--- src/rtl/gdr_pkt_pkg.sv ---
// Shared packet-path definitions for the RX checker pool and its lane scheduler.
package gdr_pkt_pkg;

   localparam int NO_OF_RCHK      = 4;
   localparam int NO_OF_RCHK_ADDR = $clog2(NO_OF_RCHK);
   localparam int DEF_TIMEOUT_CYC = 4096;

   typedef enum logic [1:0] {
      IDLE   = 2'd0,
      ACTIVE = 2'd1,
      DROP   = 2'd2
   } SCHED_STATE_e;

endpackage

--- src/rtl/rr_free_pick.sv ---
// Round-robin first-free finder: returns the first non-busy lane after i_ptr, wrapping.
module rr_free_pick #(
   parameter int N  = 4,
   parameter int AW = $clog2(N)
) (
   input  logic [N-1:0]  i_busy,
   input  logic [AW-1:0] i_ptr,
   output logic          o_found,
   output logic [AW-1:0] o_idx
);

   always_comb begin
      int w_lane;
      w_lane  = 0;
      o_found = 1'b0;
      o_idx   = '0;
      // ptr itself is searched last, so the most recent grantee has lowest priority
      for (int k = 1; k <= N; k++) begin
         w_lane = (int'(i_ptr) + k) % N;
         if (!o_found && !i_busy[AW'(w_lane)]) begin
            o_found = 1'b1;
            o_idx   = AW'(w_lane);
         end
      end
   end

endmodule

--- src/rtl/rchk_lane_sched.sv ---
// Steers RX PCS packets onto a pool of packet checkers: round-robin grant on SOP,
// ownership until TERM, lane held busy until the checker reports done.
//
//  state  | meaning
//  IDLE   | no packet open; SOP may be granted, dropped or ignored
//  ACTIVE | packet open on lane r_cur; beats strobed to that lane
//  DROP   | packet open with no lane; beats swallowed until TERM or timeout
module rchk_lane_sched #(
   parameter int NO_OF_RCHK      = gdr_pkt_pkg::NO_OF_RCHK,
   parameter int NO_OF_RCHK_ADDR = $clog2(NO_OF_RCHK),
   parameter int TIMEOUT_CYC     = gdr_pkt_pkg::DEF_TIMEOUT_CYC,
   parameter int CNT_WD          = 32
) (
   input  logic                       clk,
   input  logic                       rst,
   input  logic                       cfg_en,
   input  logic                       rx_pcs_vld,
   input  logic                       rx_pcs_sop_det,
   input  logic                       rx_pcs_term_det,
   input  logic [NO_OF_RCHK-1:0]      rchk_done,
   output logic [NO_OF_RCHK-1:0]      rchk_pkt_vld,
   output logic [NO_OF_RCHK-1:0]      rchk_sop,
   output logic [NO_OF_RCHK-1:0]      rchk_term,
   output logic [NO_OF_RCHK_ADDR-1:0] rchk_ln_id,
   output logic [NO_OF_RCHK-1:0]      sched_busy_mask,
   output logic [CNT_WD-1:0]          sched_drop_cnt,
   output logic [CNT_WD-1:0]          sched_timeout_cnt,
   output logic [CNT_WD-1:0]          sched_orphan_cnt
);
   import gdr_pkt_pkg::*;

   localparam int             TO_WD   = $clog2(TIMEOUT_CYC);
   localparam logic [TO_WD-1:0] TO_LOAD = TO_WD'(TIMEOUT_CYC - 1);

   SCHED_STATE_e               r_state;
   logic [NO_OF_RCHK_ADDR-1:0] r_cur;
   logic [NO_OF_RCHK_ADDR-1:0] r_ptr;
   logic [NO_OF_RCHK-1:0]      r_busy;
   logic [TO_WD-1:0]           r_to_cnt;
   logic [CNT_WD-1:0]          r_drop_cnt;
   logic [CNT_WD-1:0]          r_timeout_cnt;
   logic [CNT_WD-1:0]          r_orphan_cnt;

   logic                       w_found;
   logic [NO_OF_RCHK_ADDR-1:0] w_idx;
   logic                       w_in_pkt;
   logic                       w_sop_new;
   logic                       w_new_term;
   logic                       w_grant;
   logic                       w_drop;
   logic                       w_open_new;
   logic                       w_orphan;
   logic                       w_to_hit;
   logic [NO_OF_RCHK-1:0]      w_grant_oh;
   logic [NO_OF_RCHK-1:0]      w_to_oh;

   function automatic logic [CNT_WD-1:0] sat_inc(input logic [CNT_WD-1:0] v);
      return (&v) ? v : v + 1'b1;
   endfunction

   rr_free_pick #(
      .N  (NO_OF_RCHK),
      .AW (NO_OF_RCHK_ADDR)
   ) u_pick (
      .i_busy  (r_busy),
      .i_ptr   (r_ptr),
      .o_found (w_found),
      .o_idx   (w_idx)
   );

   // An SOP starts a new packet from IDLE, or right behind a TERM that closes the open one.
   assign w_in_pkt   = (r_state == ACTIVE) || (r_state == DROP);
   assign w_sop_new  = rx_pcs_vld && rx_pcs_sop_det && ((r_state == IDLE) || rx_pcs_term_det);
   assign w_new_term = (r_state == IDLE) && rx_pcs_term_det;
   assign w_grant    = w_sop_new && cfg_en && w_found;
   assign w_drop     = w_sop_new && cfg_en && !w_found;
   assign w_open_new = (w_grant || w_drop) && !w_new_term;
   assign w_orphan   = rx_pcs_vld && (r_state == IDLE) && rx_pcs_term_det && !rx_pcs_sop_det;
   assign w_to_hit   = rx_pcs_vld && w_in_pkt && !rx_pcs_term_det && !rx_pcs_sop_det &&
                       (r_to_cnt == '0);
   assign w_grant_oh = w_grant ? (NO_OF_RCHK'(1) << w_idx) : '0;
   assign w_to_oh    = (w_to_hit && (r_state == ACTIVE)) ? (NO_OF_RCHK'(1) << r_cur) : '0;

   always_ff @(posedge clk) begin
      if (rst) begin
         r_state       <= IDLE;
         r_cur         <= '0;
         r_ptr         <= '0;
         r_busy        <= '0;
         r_to_cnt      <= '0;
         r_drop_cnt    <= '0;
         r_timeout_cnt <= '0;
         r_orphan_cnt  <= '0;
         rchk_pkt_vld  <= '0;
         rchk_sop      <= '0;
         rchk_term     <= '0;
         rchk_ln_id    <= '0;
      end else begin
         rchk_pkt_vld <= w_grant_oh;
         rchk_sop     <= w_grant_oh;
         rchk_term    <= '0;
         // a same-cycle grant beats a done on that lane
         r_busy       <= (r_busy & ~rchk_done & ~w_to_oh) | w_grant_oh;

         if (w_grant) begin
            r_ptr      <= w_idx;
            rchk_ln_id <= w_idx;
         end
         if (w_drop)   r_drop_cnt    <= sat_inc(r_drop_cnt);
         if (w_to_hit) r_timeout_cnt <= sat_inc(r_timeout_cnt);
         if (w_orphan) r_orphan_cnt  <= sat_inc(r_orphan_cnt);

         case (r_state)
            IDLE: begin
               if (w_grant && rx_pcs_term_det) rchk_term[w_idx] <= 1'b1;
            end
            ACTIVE, DROP: begin
               if (rx_pcs_vld) begin
                  if (rx_pcs_term_det) begin
                     if (r_state == ACTIVE) begin
                        rchk_pkt_vld[r_cur] <= 1'b1;
                        rchk_term[r_cur]    <= 1'b1;
                     end
                     r_state <= IDLE;
                  end else if (rx_pcs_sop_det) begin
                     if (r_state == ACTIVE) begin
                        rchk_pkt_vld[r_cur] <= 1'b1;
                        rchk_sop[r_cur]     <= 1'b1;
                     end
                     r_to_cnt <= TO_LOAD;
                  end else if (w_to_hit) begin
                     r_state <= IDLE;
                  end else begin
                     if (r_state == ACTIVE) rchk_pkt_vld[r_cur] <= 1'b1;
                     r_to_cnt <= r_to_cnt - 1'b1;
                  end
               end
            end
            default: r_state <= IDLE;
         endcase

         if (w_open_new) begin
            r_state  <= w_grant ? ACTIVE : DROP;
            r_to_cnt <= TO_LOAD;
            if (w_grant) r_cur <= w_idx;
         end
      end
   end

   assign sched_busy_mask   = r_busy;
   assign sched_drop_cnt    = r_drop_cnt;
   assign sched_timeout_cnt = r_timeout_cnt;
   assign sched_orphan_cnt  = r_orphan_cnt;

endmodule

--- config.mk ---
export PLATFORM = sky130hd
export DESIGN_NAME = rchk_lane_sched
export DESIGN_NICKNAME = d
export VERILOG_FILES = /design/src/rtl/gdr_pkt_pkg.sv /design/src/rtl/rr_free_pick.sv /design/src/rtl/rchk_lane_sched.sv
export SDC_FILE = /design/constraint.sdc
export NUM_CORES = 1
export LEC_CHECK = 0
export CORE_MARGIN = 2
export CORE_UTILIZATION = 53
export DETAILED_ROUTE_END_ITERATION = 16
export PLACE_DENSITY = 0.89
export SYNTH_ARGS = -nofsm -noshare
export SYNTH_HDL_FRONTEND = slang
export SYNTH_HIERARCHICAL = 1
export SYNTH_SLANG_ARGS = --single-unit
--- constraint.sdc ---
create_clock -name clk -period 2.9 [get_ports clk]
set_input_delay 0.58 -clock clk [delete_from_list [all_inputs] [get_ports clk]]
set_output_delay 0.58 -clock clk [all_outputs]
set_load 0.05 [all_outputs]
==> results.json, run 1 <==
{
  "drt-total-wl_mm": 18.2,
  "post_drt_via_cell_ratio": 6.11,
  "cts_tree": "built",
  "setup_viol": 0,
  "hold_violations": 0,
  "period_needed_ps": 2600,
  "grt_max_degree": 104,
  "async_reset_ff_share_pct": 0,
  "layout_commonest_cell": "dfxtp_1",
  "maxCapViolations": 0,
  "grtUsageTotal_pct": 27.2,
  "worstPathArrival_ps": 2910,
  "slew_violations": 0,
  "grt_pass1_vias": 6167,
  "synth-main-ff-cell": "dfxtp_1",
  "clock_latency_ps": 420,
  "ant_nets": 0,
  "synth_cell_types": 71,
  "total_leakage_power_nw": 2.94,
  "die_y_um": 115,
  "worst_slew_pin_slew_ps": 1080,
  "p_per_area_nw_per_um2": 509,
  "nets": 964,
  "vias": 6751,
  "dieArea_sq_um": 13200,
  "port_buffers": 123,
  "whs_ps": 491,
  "cts_setup_buffers": 0,
  "rows": 40,
  "status": "finished, final reports clean",
  "path_clk_slew_ps": 60,
  "layout_common_cells": "130 x dfxtp_1, 122 x clkdlybuf4s50_1, 82 x a21oi_1",
  "yosysWarnings": 6,
  "antenna_found_initial": 0,
  "yosys.area.top_type": "dfxtp_1",
  "endpoint_kind": "register",
  "switching_share_pct": 20.6,
  "rsz0062_at_grt": "false",
  "finalPower_mw": 4.49,
  "synth_area_sq_um": 6540,
  "overflow": 0,
  "peakVddDrop_v": 0.000420,
  "p_seq_share_pct": 40.7,
  "seq_area_frac_synth_pct": 39.8,
  "synth.net_count": 815,
  "syn2layout_area_growth_pct": 34.9,
  "start_util_pct": 54.5,
  "htree_levels": 4,
  "skew_ps": 6.41,
  "ys_ff_latch": 130,
  "internal_power_mw": 3.57,
  "cts_sinks": 130,
  "hold_path.class": "register to register",
  "worstSetupPathType": "register to register",
  "power_frac_comb_pct": 5.2,
  "slew_headroom_pct": 28.2,
  "first_pass_iters": 5,
  "startpoint_type": "register",
  "gp_congestion": 0.919,
  "fin_crit_sh_pct": 89.7,
  "drc": 0,
  "power.share.clock_pct": 54.2,
  "place_hpwl_mm": 12.5,
  "antenna_cells": 0,
  "numCtsBuffers": 17,
  "clock-root-buffer": "clkbuf_16",
  "synth_edf_count": 0,
  "synth_area_per_cell_sq_um": 8.21,
  "fin_util_pct": 73.4,
  "grt_first_pass_wirelength_mm": 29.1,
  "dieWidth_um": 115,
  "fill_cells": 856,
  "design.core.area_sq_um": 12000,
  "cts_max_path_buffers": 2,
  "drive_gt1_share_pct": 12.2,
  "io_pins": 124,
  "netlist.area_leader.share_pct": 39.8,
  "crit_path_max_fanout": 10,
  "drt_iter0_drc": 571,
  "wire_per_inst_um": 16.4,
  "synthCells": 797,
  "synth_area_leaders": "dfxtp_1 40%, a21oi_1 6.3%, nor2_1 4.2%",
  "max_freq_mhz": 384,
  "switching_power_mw": 0.925,
  "critPathRequiredTime_ps": 3210
}
==> cell usage after synthesis (3+ instances only) <==
cell and instances:
o21ai_0 41, nor3_1 23, or2_2 7, xor2_1 11, nand3_1 35, nor2_1 74, nand2_1 56, dfxtp_1 130
o21a_1 3, mux2_2 14, nor4_1 14, a31oi_1 7, o211ai_1 4, clkbuf_1 26, or3_1 41, xnor2_1 15
ha_1 8, a21o_1 4, mux2i_1 5, and4_1 6, inv_1 24, and3_1 8, or4_1 16, nor4b_1 3
a211oi_1 5, buf_2 5, a311oi_1 7, o31ai_1 16, a21oi_1 82, nand4_1 36, nand3b_1 7, nor2b_1 14
==> worst max-delay path, stage by stage, from the launching register on <==
cell and delay, ps:
dfxtp_1 480, nand4_1 170, o21bai_1 200, or4_1 560
a211o_1 400, nor4_1 310, mux2_2 370
==> what timing repair did <==
item	4_1_cts	5_1_grt
hold endpoints to repair	0	0
gates resized for setup	0	1
hold buffers	0	0
setup endpoints to repair	0	3
==> final cells by class <==
cell class / count / area [sq um] / area share (%)
multi-input cells: 607 / 3710 / 42.1
flip-flops and latches: 130 / 2600 / 29.5
repair buffers: 165 / 1560 / 17.6
clock buffers: 22 / 474 / 5.38
clock inverters: 9 / 201 / 2.28
well taps: 147 / 184 / 2.08
inverters: 25 / 93.8 / 1.06
==> through the flow <==
| stage | setup TNS [ps] | std cells | cell area [sq um] | setup WS, ps |
|---|---|---|---|---|
| 5_1_grt | 0 | 1105 | 8820 | 115 |
| 4_1_cts | 0 | 1105 | 8820 | 173 |
| 3_5_place_dp | -48.9 | 1074 | 8140 | -26.5 |
| 6_report | 0 | 1105 | 8820 | 299 |
| 2_1_floorplan | 0 | 797 | 6540 | 298 |
| 3_3_place_gp | 0 | 1074 | 8140 | 12.6 |
==> layer usage <==
| metal | vias up | wire, um | track usage [%] |
|---|---|---|---|
| li1 | 3258 | - | - |
| met1 | 3180 | 7660 | 33.6 |
| met2 | 262 | 8640 | 43.5 |
| met3 | 51 | 1270 | 7.54 |
| met4 | 0 | 579 | 13.7 |
| met5 | - | 0 | 0 |
==> final timing paths <==
check / slack, ps / startpoint / depth (start not counted) / to
max: 300 / sched_busy_mask[0] / 6 / sched_drop_cnt[31]
min: 490 / sched_timeout_cnt[22] / 1 / sched_timeout_cnt[22]
max reg2reg: 300 / sched_busy_mask[0] / 6 / sched_drop_cnt[31]
min reg2reg: 490 / sched_timeout_cnt[22] / 1 / sched_timeout_cnt[22]
==> power by group through the flow <==
stage | clock network (mW) | registers (mW) | logic, mW
final | 2.43 | 1.83 | 0.232
after global placement | 0 | 1.86 | 0.220
after floorplan | 0 | 1.88 | 0.136
after CTS | 2.46 | 1.83 | 0.228
after detailed placement | 0 | 1.86 | 0.225
after global routing | 2.53 | 1.83 | 0.250
==> registers in the layout (all words and copies together), names as in the netlist <==
register and cells:
sched_orphan_cnt 32, sched_timeout_cnt 32, rchk_pkt_vld 4, rchk_sop 4, rchk_term 4, sched_busy_mask 4
r_cur 2, r_ptr 2, r_to_cnt 12, sched_drop_cnt 32, r_state 2
==> logic make-up (layout without fill, tap and decap cells) <==
logic type               Yosys count  in the layout  synth area share [%]
AO/OA/AOI/OAI                    189            189                  17.4
multiplexers                      19             19                  3.18
XOR/XNOR                          26             26                  3.48
flip-flops                       130            130                  39.8
adder cells (fa/ha/maj)            8              8                  1.53
AND/OR/NAND/NOR                  365            365                  31.0
buffers and inverters             60            221                  3.58
Note: power is estimated with default switching activity, not from simulation.
==> run 2, diff against run 1 <==
--- a/config.mk
+++ b/config.mk
@@ -5,10 +5,11 @@
 export SDC_FILE = /design/constraint.sdc
 export NUM_CORES = 1
 export LEC_CHECK = 0
+export CORE_ASPECT_RATIO = 1.25
 export CORE_MARGIN = 2
-export CORE_UTILIZATION = 53
+export CORE_UTILIZATION = 47
 export DETAILED_ROUTE_END_ITERATION = 16
-export PLACE_DENSITY = 0.89
+export PLACE_DENSITY = 0.84
 export SYNTH_ARGS = -nofsm -noshare
 export SYNTH_HDL_FRONTEND = slang
 export SYNTH_HIERARCHICAL = 1
==> constraint.sdc (replaced) <==
create_clock -name clk -period 2.27 [get_ports clk]
set_input_delay 0.454 -clock clk [delete_from_list [all_inputs] [get_ports clk]]
set_output_delay 0.454 -clock clk [all_outputs]
set_load 0.05 [all_outputs]
==> run 2 against run 1 <==
  * Critical path depth increased by 1
  * Routed wire length increased by 4.5%
  * Clock skew is 3.6 ps higher
  * Worst hold slack better by 0.60 ps
  * First-iteration DRC count decreased by 18%
  * Highest routed layer unchanged
==> results.json, run 2 (synthesis gave the netlist of run 1 again) <==
{
  "status": "finished, final reports clean",
  "ant_nets": 0,
  "fin_util_pct": 69.0,
  "post-place-ws_ps": -458,
  "path_buf_inv": 2,
  "max_freq_mhz": 444,
  "skew_ps": 9.96,
  "peakVddDrop_v": 0.000344,
  "clock-root-buffer": "clkbuf_16",
  "numCtsBuffers": 17,
  "syn2layout_area_growth_pct": 44.5,
  "worst_slew_pin_slew_ps": 913,
  "clock_latency_ps": 410,
  "design.core.area_sq_um": 13700,
  "setup_tns_ps": 0,
  "hold_path.class": "register to register",
  "design_area_sq_um": 9450,
  "grtUsageTotal_pct": 25.4,
  "crit_slowest_cell": "clkdlybuf4s50_1",
  "period_needed_ps": 2250,
  "path_cells": "clkdlybuf4s50_1, buf_4, and4bb_2, and4_1, or4b_4, or3_4, a21oi_2",
  "internal_power_mw": 4.12,
  "dieArea_sq_um": 14900,
  "crit_path_max_fanout": 8,
  "power.share.clock_pct": 50.9,
  "dieWidth_um": 110,
  "drt_iter0_drc": 470,
  "die_y_um": 136,
  "grt_pass1_vias": 6464,
  "worstSetupPathType": "input pin to register",
  "cts_max_path_buffers": 2,
  "max_stage_delay_ps": 500,
  "layout_common_cells": "120 x clkdlybuf4s50_1, 102 x buf_4, 83 x dfxtp_1",
  "hold_violations": 0,
  "setup_viol": 0,
  "place_area_sq_um": 8750,
  "startpoint_type": "input pin",
  "total_leakage_power_nw": 3.29,
  "drt-total-wl_mm": 19.0,
  "cts_sinks": 130,
  "rsz0062_at_grt": "true",
  "slew_violations": 0,
  "switching_power_mw": 1.26,
  "crit_family": "simple AND/OR/NAND/NOR gates",
  "maxCapViolations": 0,
  "p_per_area_nw_per_um2": 570,
  "first_pass_iters": 4,
  "switching_share_pct": 23.5,
  "grt_max_degree": 87,
  "antenna_found_initial": 0,
  "start_util_pct": 47.8,
  "overflow": 0,
  "grt_first_pass_wirelength_mm": 30.5,
  "port_buffers": 123,
  "worstPathArrival_ps": 2590,
  "post_drt_via_cell_ratio": 5.76,
  "place_hpwl_mm": 13.5,
  "endpoint_kind": "register",
  "vias": 6878,
  "cts_tree": "built",
  "fill_cells": 1104,
  "drc": 0,
  "fin_crit_sh_pct": 99.2,
  "critPathRequiredTime_ps": 2610,
  "slew_headroom_pct": 39.1,
  "htree_levels": 4,
  "power_frac_comb_pct": 6.2,
  "drive_gt1_share_pct": 24.1,
  "nets": 1024,
  "layout_setup_ws_ps": 19.1,
  "layout_commonest_cell": "clkdlybuf4s50_1",
  "io_pins": 124,
  "gp_congestion": 0.882,
  "p_seq_share_pct": 42.8,
  "wire_per_inst_um": 15.9,
  "cts_hold_buf": 0,
  "rows": 48,
  "path_clk_slew_ps": 60
}
## run 2: cell types whose count changed in the layout (fill, tap and decap cells not counted), moves of 5 or more
| cell | before | now |
|---|---|---|
| dfxtp_2 | 0 | 26 |
| dfxtp_1 | 130 | 83 |
| dfxtp_4 | 0 | 21 |
| bufinv_16 | 6 | 1 |
| buf_4 | 42 | 102 |
## run 2: power groups by stage
stage | Sequential [mW] | Clock [mW] | Combinational (mW)
after floorplan | 2.37 | 0 | 0.175
after global placement | 2.35 | 0 | 0.312
after detailed placement | 2.35 | 0 | 0.318
after CTS | 2.31 | 2.78 | 0.321
after global routing | 2.31 | 2.89 | 0.361
final | 2.31 | 2.74 | 0.334
## run 2: stage by stage
step	hold WS, ps	instances	power [mW]
after global placement	472	1160	2.67
after CTS	493	1192	5.40
final	492	1195	5.38
after detailed placement	478	1160	2.67
after global routing	509	1194	5.56
after floorplan	475	797	2.55
## run 2: layout make-up
class / count / area (sq um) / share of cell area [%]
multi-input cells: 608 / 3830 / 40.5
flip-flops and latches: 130 / 2710 / 28.7
repair buffers: 224 / 1990 / 21.1
clock buffers: 22 / 507 / 5.36
well taps: 175 / 219 / 2.32
inverters: 25 / 93.8 / 0.993
clock inverters: 10 / 92.6 / 0.979
diodes: 1 / 2.50 / 0.0265
## run 2: metal layers
metal / global-route usage [%] / routed length (um) / up-vias
met1: 28.7 / 7710 / 3284
li1: - / - / 3385
met5: 0 / 0 / -
met2: 45.1 / 10000 / 178
met3: 5.94 / 852 / 31
met4: 10.5 / 363 / 0
## run 2: final timing paths
check / start / end / slack [ps] / cells past startpoint
max reg2reg: sched_busy_mask[1] / sched_drop_cnt[15] / 30 / 7
min reg2reg: sched_orphan_cnt[19] / sched_orphan_cnt[19] / 490 / 2
min: sched_orphan_cnt[19] / sched_orphan_cnt[19] / 490 / 2
max: rx_pcs_vld / sched_timeout_cnt[26] / 20 / 7
## run 2: worst register-to-register path: stages, from the launching register on
cell and delay [ps]:
dfxtp_4 350, nand4_1 140, o21bai_1 220, or4_4 530, a211o_4 330, buf_4 160, or3_1 300, a21oi_1 160
## run 2: timing repair
| action | in CTS | in global routing |
|---|---|---|
| buffers inserted | 0 | 1 |
| gates cloned | 0 | 1 |
| resized for setup | 6 | 17 |
| endpoints found under the setup margin | 8 | 29 |
| pin swaps | 0 | 4 |
| hold endpoints to repair | 0 | 0 |
==> run 3, diff against run 2 <==
--- a/config.mk
+++ b/config.mk
@@ -6,7 +6,7 @@
 export NUM_CORES = 1
 export LEC_CHECK = 0
 export CORE_ASPECT_RATIO = 1.25
-export CORE_MARGIN = 2
+export CORE_MARGIN = 10
 export CORE_UTILIZATION = 47
 export DETAILED_ROUTE_END_ITERATION = 16
 export PLACE_DENSITY = 0.84
==> run 3 against run 2 <==
  * The run now ends with negative setup slack left
  * Critical path depth is the same
  * Total power shrank 4.3%
  * Core utilization grew 1.3 points
  * Worst setup slack lost 37 ps
  * Sequential cell count is the same
  * Sequential share of layout area shrank 0.64 points
  * Final cell count grew 2.4%
==> results.json, run 3 (synthesis gave the netlist of run 1 again) <==
{
  "fill_cells": 1031,
  "setup_tns_ps": -17.8,
  "path_clk_slew_ps": 50,
  "layout_common_cells": "126 x buf_4, 118 x clkdlybuf4s50_1, 82 x dfxtp_1",
  "dieArea_sq_um": 19100,
  "cts_max_path_buffers": 2,
  "max_freq_mhz": 437,
  "numCtsBuffers": 17,
  "grtUsageTotal_pct": 20.3,
  "finalPower_mw": 5.16,
  "nets": 1055,
  "gp_congestion": 0.912,
  "place_hpwl_mm": 15.0,
  "crit_path_end": "sched_drop_cnt[25]",
  "cts_sinks": 130,
  "peakVddDrop_v": 0.000431,
  "violations": "negative setup slack",
  "worstSetupPathType": "input pin to register",
  "overflow": 0,
  "r2r-start": "sched_timeout_cnt[22]",
  "drt-total-wl_mm": 20.9,
  "first_pass_iters": 6,
  "drc": 0,
  "worstPathArrival_ps": 2630,
  "slew_headroom_pct": 39.9,
  "grt_max_degree": 83,
  "startpoint_type": "input pin",
  "layout_commonest_cell": "buf_4",
  "dp_cells": 1187,
  "skew_ps": 6.89,
  "r2r_slack_ps": 10,
  "clock-root-buffer": "clkbuf_16",
  "maxCapViolations": 0,
  "hold_path.class": "register to register",
  "htree_levels": 4,
  "dieWidth_um": 126,
  "antenna_cells": 0,
  "cts_tree": "built",
  "start_util_pct": 47.6,
  "fin_cells": 1224,
  "rsz0062_at_grt": "true",
  "rows": 48,
  "wire_per_inst_um": 17.1,
  "clock_latency_ps": 420,
  "drive_gt1_share_pct": 26.1,
  "crit_path_max_fanout": 6,
  "total_leakage_power_nw": 3.45,
  "period_needed_ps": 2290,
  "drt_iter0_drc": 499,
  "port_buffers": 123,
  "design.core.area_sq_um": 13800,
  "antenna_found_initial": 0,
  "rr_endpoint": "sched_timeout_cnt[26]",
  "vias": 7219,
  "cp-startpoint": "cfg_en",
  "status": "finished with violations",
  "syn2layout_area_growth_pct": 47.9,
  "cts_hold_buf": 0,
  "setup_viol": 1,
  "r2r_cells": 6,
  "worst_slew_pin_slew_ps": 901,
  "slew_violations": 0,
  "p_per_area_nw_per_um2": 533,
  "layout_setup_ws_ps": -17.8,
  "whs_ps": 493,
  "endpoint_kind": "register",
  "ant_nets": 0,
  "grt_pass1_vias": 6768,
  "io_pins": 124,
  "grt_first_pass_wirelength_mm": 32.7,
  "hold_violations": 0,
  "critPathRequiredTime_ps": 2620,
  "die_y_um": 152,
  "fin_crit_sh_pct": 101,
  "post_drt_via_cell_ratio": 5.90
}
## run 3: cell types whose count changed in the layout (fill, tap and decap cells not counted), moves of 2 or more
cell / before / now
inv_4: 2 / 0
buf_6: 0 / 5
or4_4: 4 / 6
buf_4: 102 / 126
clkinv_2: 3 / 5
clkbuf_1: 1 / 5
inv_6: 2 / 0
or4_1: 14 / 12
clkinv_4: 2 / 0
dlymetal6s2s_1: 2 / 4
clkdlybuf4s50_1: 120 / 118
## run 3: how the worst min path moves through the flow
| stage | startpoint | end | slack [ps] | depth (start not counted) |
|---|---|---|---|---|
| floorplan | r_to_cnt[0] | r_to_cnt[0] | 480 | 1 |
| global placement | sched_orphan_cnt[27] | sched_orphan_cnt[27] | 470 | 2 |
| detailed placement | sched_orphan_cnt[27] | sched_orphan_cnt[27] | 490 | 2 |
| CTS | sched_orphan_cnt[26] | sched_orphan_cnt[26] | 490 | 2 |
| global route | sched_orphan_cnt[26] | sched_orphan_cnt[26] | 510 | 2 |
| finish | sched_orphan_cnt[19] | sched_orphan_cnt[19] | 490 | 2 |
## run 3: repair_timing
item                                    CTS  global route
setup buffers                             0             4
pin swaps                                 2            14
hold endpoints to repair                  0             0
gates cloned                              0             2
gates resized for setup                   7            27
endpoints found under the setup margin   16            25
## run 3: final cells by class
type                            instances  area [sq um]  area share [%]
Sequential cell                       130          2720            28.1
Multi-Input combinational cell        609          3860            39.9
Clock inverter                          5          25.0           0.259
Timing Repair Buffer                  254          2250            23.3
Clock buffer                           26           510            5.28
Inverter                               25          93.8           0.970
Tap cell                              175           219            2.26
## run 3: through the flow
stage	cell area, sq um	worst slack, ps	utilization [%]
after floorplan	6680	-14.6	-
final	9670	-17.8	70.3
after global routing	9670	-60.6	70.3
after detailed placement	8960	-467	65.2
after global placement	8960	-437	65.2
after CTS	9530	0.509	69.3
## run 3: power by group
group | switching (mW) | total, mW | leakage [nW] | internal (mW)
Sequential | 0.0282 | 2.31 | 1.08 | 2.28
Clock | 0.978 | 2.51 | 0.269 | 1.53
Combinational | 0.196 | 0.338 | 2.10 | 0.142
## run 3: metal layers
metal | vias to the layer above | wire [um] | part of all wire (%) | global-route usage, %
li1 | 3447 | - | - | -
met1 | 3453 | 7890 | 38 | 20.6
met2 | 275 | 11000 | 53 | 36.8
met3 | 44 | 1470 | 7.0 | 6.61
met4 | 0 | 538 | 2.6 | 8.74
met5 | - | 0 | 0 | 0
## run 3: worst max-delay path: stages
cell and delay (ps):
clkdlybuf4s50_1 520, nand3_2 120, or4_4 560, a211o_4 320
buf_4 140, or3_1 370, a21oi_2 140
